$ cat config.mk
export PLATFORM = sky130hd
export DESIGN_NAME = car_sensor_cond
export DESIGN_NICKNAME = d
export VERILOG_FILES = /design/src/rtl/traffic_pkg.sv /design/src/rtl/sensor_lane.sv /design/src/rtl/car_sensor_cond.sv
export SDC_FILE = /design/constraint.sdc
export NUM_CORES = 1
export LEC_CHECK = 0
export BUFFER_PORTS_ARGS = -buffer_cell sky130_fd_sc_hd__buf_4
export CAP_MARGIN = 20
export CORE_MARGIN = 1
export CORE_UTILIZATION = 65
export CTS_CLUSTER_SIZE = 28
export DETAILED_ROUTE_END_ITERATION = 16
export HOLD_SLACK_MARGIN = 0.05
export PLACE_DENSITY = 0.84
export SETUP_SLACK_MARGIN = 0.4
export SYNTH_ARGS = -nofsm -noshare
export SYNTH_HDL_FRONTEND = slang
export SYNTH_HIERARCHICAL = 1
export SYNTH_SLANG_ARGS = --single-unit
$ cat constraint.sdc
create_clock -name clk -period 4.5 [get_ports clk]
set_clock_uncertainty 0.2 [all_clocks]
set_input_delay 0.45 -clock clk [delete_from_list [all_inputs] [get_ports clk]]
set_output_delay 0.45 -clock clk [all_outputs]
set_load 0.05 [all_outputs]
$ cat src/rtl/traffic_pkg.sv
// Shared types and constants for the traffic-light front end.
package traffic_pkg;

    typedef enum logic [1:0] {
        IDLE    = 2'd0,
        ARM     = 2'd1,
        PRESENT = 2'd2,
        HOLD    = 2'd3
    } lane_state_t;

    localparam logic [7:0] VEH_CNT_MAX = 8'd255;

    // A lane requests service while a vehicle is present or within its gap hold.
    function automatic logic is_present(input lane_state_t s);
        return (s == PRESENT) || (s == HOLD);
    endfunction

endpackage

$ cat src/rtl/sensor_lane.sv
// One detector lane: synchroniser, debounce/gap-hold FSM, stuck detector,
// saturating vehicle counter and sticky fault flag.
module sensor_lane
    import traffic_pkg::*;
#(
    parameter int unsigned DEB_CYC   = 4,
    parameter int unsigned HOLD_CYC  = 8,
    parameter int unsigned STUCK_CYC = 1000,
    parameter int unsigned CNT_W     = 16
) (
    input  logic       i_clk,
    input  logic       i_rst,
    input  logic       i_raw,
    input  logic       i_cnt_clr,
    input  logic       i_fault_clr,
    output logic       o_car,
    output logic [7:0] o_veh_cnt,
    output logic       o_fault
);

    localparam logic [CNT_W-1:0] ONE        = CNT_W'(1);
    localparam logic [CNT_W-1:0] DEB_LAST   = CNT_W'(DEB_CYC - 1);
    localparam logic [CNT_W-1:0] HOLD_LAST  = CNT_W'(HOLD_CYC - 1);
    localparam logic [CNT_W-1:0] STUCK_LAST = CNT_W'(STUCK_CYC - 1);

    logic             r_s1;
    logic             r_s2;
    lane_state_t      r_state;
    logic [CNT_W-1:0] r_cnt;
    logic [CNT_W-1:0] r_stuck;
    logic             r_fault;
    logic [7:0]       r_veh;
    logic             r_car;

    lane_state_t      w_state_nxt;
    logic [CNT_W-1:0] w_cnt_nxt;
    logic [CNT_W-1:0] w_stuck_nxt;
    logic             w_fault_nxt;
    logic [7:0]       w_veh_nxt;
    logic             w_car_nxt;
    logic             w_inc;

    // Two-flop synchroniser for the asynchronous detector input.
    always_ff @(posedge i_clk or posedge i_rst) begin
        if (i_rst) begin
            r_s1 <= 1'b0;
            r_s2 <= 1'b0;
        end else begin
            r_s1 <= i_raw;
            r_s2 <= r_s1;
        end
    end

    // Lane state, counters, fault flag and registered presence output.
    always_ff @(posedge i_clk or posedge i_rst) begin
        if (i_rst) begin
            r_state <= IDLE;
            r_cnt   <= '0;
            r_stuck <= '0;
            r_fault <= 1'b0;
            r_veh   <= '0;
            r_car   <= 1'b0;
        end else begin
            r_state <= w_state_nxt;
            r_cnt   <= w_cnt_nxt;
            r_stuck <= w_stuck_nxt;
            r_fault <= w_fault_nxt;
            r_veh   <= w_veh_nxt;
            r_car   <= w_car_nxt;
        end
    end

    // Next-state logic: debounce on arrival, gap hold on departure, stuck watch.
    always_comb begin
        w_state_nxt = r_state;
        w_cnt_nxt   = r_cnt;
        w_stuck_nxt = r_stuck;
        w_fault_nxt = r_fault;
        w_inc       = 1'b0;

        case (r_state)
            IDLE: begin
                if (r_s2) begin
                    w_state_nxt = ARM;
                    w_cnt_nxt   = ONE;
                end
            end
            ARM: begin
                if (!r_s2) begin
                    w_state_nxt = IDLE;
                    w_cnt_nxt   = '0;
                end else if (r_cnt == DEB_LAST) begin
                    w_state_nxt = PRESENT;
                    w_cnt_nxt   = '0;
                    w_stuck_nxt = '0;
                    w_inc       = 1'b1;
                end else begin
                    w_cnt_nxt = r_cnt + ONE;
                end
            end
            PRESENT: begin
                if (!r_s2) begin
                    w_state_nxt = HOLD;
                    w_cnt_nxt   = ONE;
                end else if (r_stuck == STUCK_LAST) begin
                    w_fault_nxt = 1'b1;
                end else begin
                    w_stuck_nxt = r_stuck + ONE;
                end
            end
            HOLD: begin
                // Return within the gap is the same vehicle: no count increment.
                if (r_s2) begin
                    w_state_nxt = PRESENT;
                    w_cnt_nxt   = '0;
                    w_stuck_nxt = '0;
                end else if (r_cnt == HOLD_LAST) begin
                    w_state_nxt = IDLE;
                    w_cnt_nxt   = '0;
                end else begin
                    w_cnt_nxt = r_cnt + ONE;
                end
            end
        endcase

        // Maintenance clear takes priority over a fault being raised this edge.
        if (i_fault_clr) begin
            w_stuck_nxt = '0;
            w_fault_nxt = 1'b0;
        end

        if (i_cnt_clr) begin
            w_veh_nxt = '0;
        end else if (w_inc && (r_veh != VEH_CNT_MAX)) begin
            w_veh_nxt = r_veh + 8'd1;
        end else begin
            w_veh_nxt = r_veh;
        end

        w_car_nxt = is_present(w_state_nxt);
    end

    assign o_car     = r_car;
    assign o_veh_cnt = r_veh;
    assign o_fault   = r_fault;

endmodule

$ cat src/rtl/car_sensor_cond.sv
// Vehicle-detector conditioner: two independent lanes sharing clock, reset and clears.
module car_sensor_cond #(
    parameter int unsigned DEB_CYC   = 4,
    parameter int unsigned HOLD_CYC  = 8,
    parameter int unsigned STUCK_CYC = 1000,
    parameter int unsigned CNT_W     = 16
) (
    input  logic       clk,
    input  logic       rst,
    input  logic       raw_a,
    input  logic       raw_b,
    input  logic       cnt_clr,
    input  logic       fault_clr,
    output logic       carA,
    output logic       carB,
    output logic [7:0] veh_cnt_a,
    output logic [7:0] veh_cnt_b,
    output logic       fault_a,
    output logic       fault_b
);

    sensor_lane #(
        .DEB_CYC   (DEB_CYC),
        .HOLD_CYC  (HOLD_CYC),
        .STUCK_CYC (STUCK_CYC),
        .CNT_W     (CNT_W)
    ) u_lane_a (
        .i_clk       (clk),
        .i_rst       (rst),
        .i_raw       (raw_a),
        .i_cnt_clr   (cnt_clr),
        .i_fault_clr (fault_clr),
        .o_car       (carA),
        .o_veh_cnt   (veh_cnt_a),
        .o_fault     (fault_a)
    );

    sensor_lane #(
        .DEB_CYC   (DEB_CYC),
        .HOLD_CYC  (HOLD_CYC),
        .STUCK_CYC (STUCK_CYC),
        .CNT_W     (CNT_W)
    ) u_lane_b (
        .i_clk       (clk),
        .i_rst       (rst),
        .i_raw       (raw_b),
        .i_cnt_clr   (cnt_clr),
        .i_fault_clr (fault_clr),
        .o_car       (carB),
        .o_veh_cnt   (veh_cnt_b),
        .o_fault     (fault_b)
    );

endmodule

* Word-level counts from Yosys, hierarchy flattened
Index checks and enable logic that the tools add are counted.
** Storage, ports and cells
- Logic and storage cells :: 136
- Register bits after elaboration :: 92
- Input bits :: 6
** Cells by class
- Mux-type cells :: 60
- $add $sub $neg :: 6
- Reductions and logical operators :: 22
- Equality and inequality tests :: 32
** Operators by type and width (number)
- $mux 16 :: 24
- $pmux 16 s4 :: 2
- $pmux 16 s3 :: 2
- $add 16x1->16 const B :: 4
- $eq 16x10->1 const B :: 2
- $eq 16x2->1 const B :: 2
- $eq 16x3->1 const B :: 2
- $mux 8 :: 4
- $mux 2 :: 12
- $ne 3x2->1 const B :: 8
- $add 8x1->8 const B :: 2
- $eq 2x2->1 const B :: 8
- $ne 8x8->1 const B :: 2
- $pmux 2 s4 :: 2
- $reduce_bool 2->1 :: 8
- $mux 1 :: 14
- $reduce_and 6->1 :: 2
- $reduce_bool 4->1 :: 2
- $ne 3x3->1 const B :: 2
- $reduce_and 3->1 :: 2
- $eq 2x1->1 const B :: 2
- $logic_not 2->1 :: 2
- $ne 2x1->1 const B :: 2
- $ne 2x2->1 const B :: 2
- 3 further kinds :: 6

* Logic depth before layout (Yosys ltp)
- Word-level depth :: 7
- Mapped depth :: 9

* Cells and area by module
The synthesis kept the hierarchy.
** Modules (own cells, without submodules)
- sensor_lane at u_lane_a :: area an instance 2474.9 um^2, cells each 270, times used 1
- sensor_lane at u_lane_b :: area an instance 2398.6 um^2, cells each 265, times used 1

* Worst setup path before layout
OpenSTA, ideal clock, no wires.
- Path type :: reg2reg
- From :: register u_lane_a.r_cnt[0]
- To :: register u_lane_a.r_cnt[12]
- Buffers on the path :: 2
- Cell stages (with the launch flop) :: 9
- Library setup time :: 139 ps
- Required time :: 4161 ps
- Data arrival time :: 2136 ps
- Clock period less this slack :: 2475 ps
- Slack :: 2025 ps
- Cells stage by stage :: dfrtp_1 -> ha_1 -> or4b_1 -> nor4_4 -> o22ai_1 -> buf_2 -> buf_2 -> a21oi_1 -> a31oi_1
** Between the ends
- Cells in the longest elaborated chain, start to end :: 4
** Ends and longest elaborated chain
- from (decl) :: RTL line sensor_lane.sv:29 : logic [CNT_W-1:0] r_cnt;
- from (signal assigned) :: RTL line sensor_lane.sv:65 : r_cnt <= w_cnt_nxt;
- $add 16x1->16 (tied with other cells) :: RTL line sensor_lane.sv:98, sensor_lane.sv:121
- $mux 16 (on tied branches) :: RTL line sensor_lane.sv:117, sensor_lane.sv:92
- $mux 16 (on tied branches) :: RTL line sensor_lane.sv:113, sensor_lane.sv:89
- $pmux 16 s4 (*) :: RTL line sensor_lane.sv:81 : case (r_state)
Mark *: on every way between the ends. The rest lies on a longest branch, timed or not.
A chain may end at the register's enable or synchronous reset.

* Final worst setup path
- From :: register u_lane_a.r_cnt[1]
- To :: register u_lane_a.r_cnt[14]
The elaborated chain is that of the path after synthesis.

==> impl_metrics.ini <==
[run_status]
status = completed

[clock_tree]
clockBufferDepth = 2
cts_root_buf = clkbuf_8
clock-sinks = 90
post_cts_buffers = 0
clk_latency_ns = 0.36
post_cts_resized = 0
cts_made_buffers = 9
cts_tree = done
path_clk_slew_ns = 0.10
htreeDepth = 3

[critical_path]
critPathTopFamily = simple AND/OR/NAND/NOR gates
cp.arrival_ns = 3.11
critPathBufInv = 0
slowest_delay_ns = 0.50
cp-startpoint = u_lane_a/r_cnt[1]
rr_startpoint = u_lane_a/r_cnt[1]
rr_endpoint = u_lane_a/r_cnt[14]
worstPathCellList = ha_1, or4b_1, nor4_4, o22ai_2, and3_1, a221o_1
r2r_slack_ns = 1.44
crit_slowest_cell = or4b_1
r2r_cells = 6
path_class = flip-flop to flip-flop
cp-end-kind = flip-flop
cp.required_ns = 4.55
path_depth = 6
crit_end = u_lane_a/r_cnt[14]
cp_max_fo = 30
crit_path_start_kind = flip-flop

[floorplanning]
rows = 31
num_io_pins = 26
die_y_um = 88.6
core_um2 = 7250
die_width_um = 88.6
start_util = 0.672
die_area_um2 = 7850

[finish]
ff_latch_area_um2 = 2250
final_common_cell = dfrtp_1
multi_input_area_um2 = 2500
drive_gt1_frac = 0.0979
final_util = 0.741
nets = 571
final_cell_mix = dfrtp_1 (90), nor2_1 (52), nand2_1 (43), a21oi_1 (39), nand3_1 (34)
syn2layout_area_growth_pct = 10.3
n_antenna_cell = 0
design_area_um2 = 5380
fillers = 519

[synthesis]
synth-main-ff-cell = dfrtp_1
yosys.cell_types.count = 54
synth_seq_cells = 90
postSynth.asyncResetShare = 1.00
netlist_area_um2 = 4870
yosys_warnings = 6
ys_seq_area_frac = 0.462
synth_edf_count = 0
syn-instance-count = 535
postSynthAreaPerCell_um2 = 9.11
syn_nets = 549

[route]
met2_length_um = 5210
dr.max_layer_used = met4
vias_per_cell = 6.31
routed_wire_length_per_instance_um = 15.7
dr_wl_met3_um = 418
firstDrtPassIters = 5
wl_um = 10400
ant_nets = 0
drt-met1-wl_um = 4460
drc_errors = 0
drt_iter0_markers = 230
dr_total_vias = 4171

[worst_hold_path]
min_path_type = primary input to flip-flop
min_path_cells = 2

[timing]
max_slew_margin = 0.314
timing.hold.ws_ns = 0.151
final-max-slew-violation-count = 0
setup_viol = 0
fin_crit_ns = 3.06
fin_ws_ns = 1.44
fin_setup_tns_ns = 0
finalHoldViolCount = 0
clock.fmax_ghz = 0.327
rsz0062_at_grt = no
fin_crit_sh = 0.679
worstMarginPinSlew_ns = 1.03

[power_and_ir_drop]
power.density_nw_per_um2 = 323
p_leak_nw = 2.32
ir_drop_uv = 203

[place]
place_area_um2 = 5120
post-dp-hpwl_um = 7130
port_buffers = 25
place_ws_ns = 1.51
place_congestion = 0.899

[grt]
grt_overflow = 0
grt_pass1_vias = 3892
grt_pass1_wl_um = 17400
grt_util_all_layers = 0.285
grt_max_degree = 46
antenna_found_initial = 0

[run]
max_cap_viol_count = 0
-- synthesized netlist by cell type, types with 6 or more instances --
master | number | area (um^2)
a21oi_1 | 39 | 195
a31oi_1 | 22 | 138
and2_1 | 7 | 43.8
and3_1 | 19 | 119
clkbuf_1 | 10 | 37.5
dfrtp_1 | 90 | 2250
ha_1 | 8 | 100
inv_1 | 12 | 45.0
nand2_1 | 43 | 161
nand2b_1 | 13 | 81.3
nand3_1 | 34 | 170
nand4_1 | 21 | 131
nor2_1 | 52 | 195
nor3_1 | 14 | 70.1
nor4_1 | 6 | 37.5
o21ai_0 | 31 | 155
or3_1 | 16 | 100
or4_1 | 7 | 52.6
xnor2_1 | 12 | 105
xor2_1 | 14 | 123
-- worst reg2reg max path, cell delays in order (launching register included) --
cell     delay, ns
dfrtp_1       0.46
ha_1          0.26
or4b_1        0.50
nor4_4        0.46
o22ai_2       0.48
and3_1        0.33
a221o_1       0.26
-- per-layer routing --
| metal | vias to the layer above | track usage |
|---|---|---|
| li1 | 2002 | - |
| met1 | 2016 | 0.360 |
| met2 | 126 | 0.483 |
| met3 | 27 | 0.0466 |
| met4 | 0 | 0.130 |
| met5 | - | 0 |
-- power breakdown --
group	internal (mW)	switching, mW	total (mW)	leakage (nW)
clock	0.329	0.287	0.616	0.109
combinational	0.0749	0.145	0.220	0.979
sequential	0.838	0.0608	0.899	1.23
total	1.24	0.493	1.73	2.32
-- per-stage QoR --
step,std cells,total power [mW]
4_1_cts,661,1.74
6_report,661,1.73
3_3_place_gp,642,1.11
5_1_grt,661,1.82
3_5_place_dp,642,1.13
2_1_floorplan,535,1.08
-- cell type report --
cell class | count | share of cell area
well taps | 99 | 0.0230
inverters | 12 | 0.00838
flip-flops and latches | 90 | 0.419
clock buffers | 10 | 0.0256
multi-input cells | 414 | 0.464
repair buffers | 30 | 0.0433
clock inverters | 6 | 0.0165
-- cells by family (layout without fill, tap and decap cells) --
family / after synthesis / after routing / share of synthesized area
simple gates: 258 / 258 / 0.293
compound gates: 119 / 119 / 0.144
flops: 90 / 90 / 0.462
buf+inv: 31 / 58 / 0.0267
xor+xnor: 26 / 26 / 0.0467
fa+ha+maj: 8 / 8 / 0.0205
mux: 3 / 3 / 0.00642
-- worst min path at each step --
stage                     slack, ns     startpoint                to
after floorplan                0.13  u_lane_a/r_s1     u_lane_a/r_s2
after global placement         0.13  u_lane_b/r_s1     u_lane_b/r_s2
after detailed placement       0.14  u_lane_b/r_s1     u_lane_b/r_s2
after CTS                      0.14      fault_clr  u_lane_a/o_fault
after global routing           0.15      fault_clr  u_lane_a/o_fault
final                          0.15      fault_clr  u_lane_a/o_fault
-- flip-flops by register name (all words and copies together), names as in the netlist, 8 cells and up --
name                count
u_lane_a/r_cnt         16
u_lane_b/r_stuck       16
u_lane_b/o_veh_cnt      8
u_lane_a/o_veh_cnt      8
u_lane_b/r_cnt         16
u_lane_a/r_stuck       16
-- repair_timing --
action / CTS / global route
endpoints found under the setup margin: 0 / 0
endpoints found under the hold margin: 27 / 0
hold buffers: 3 / 0
No activity file was read; power rests on OpenSTA's default activity.
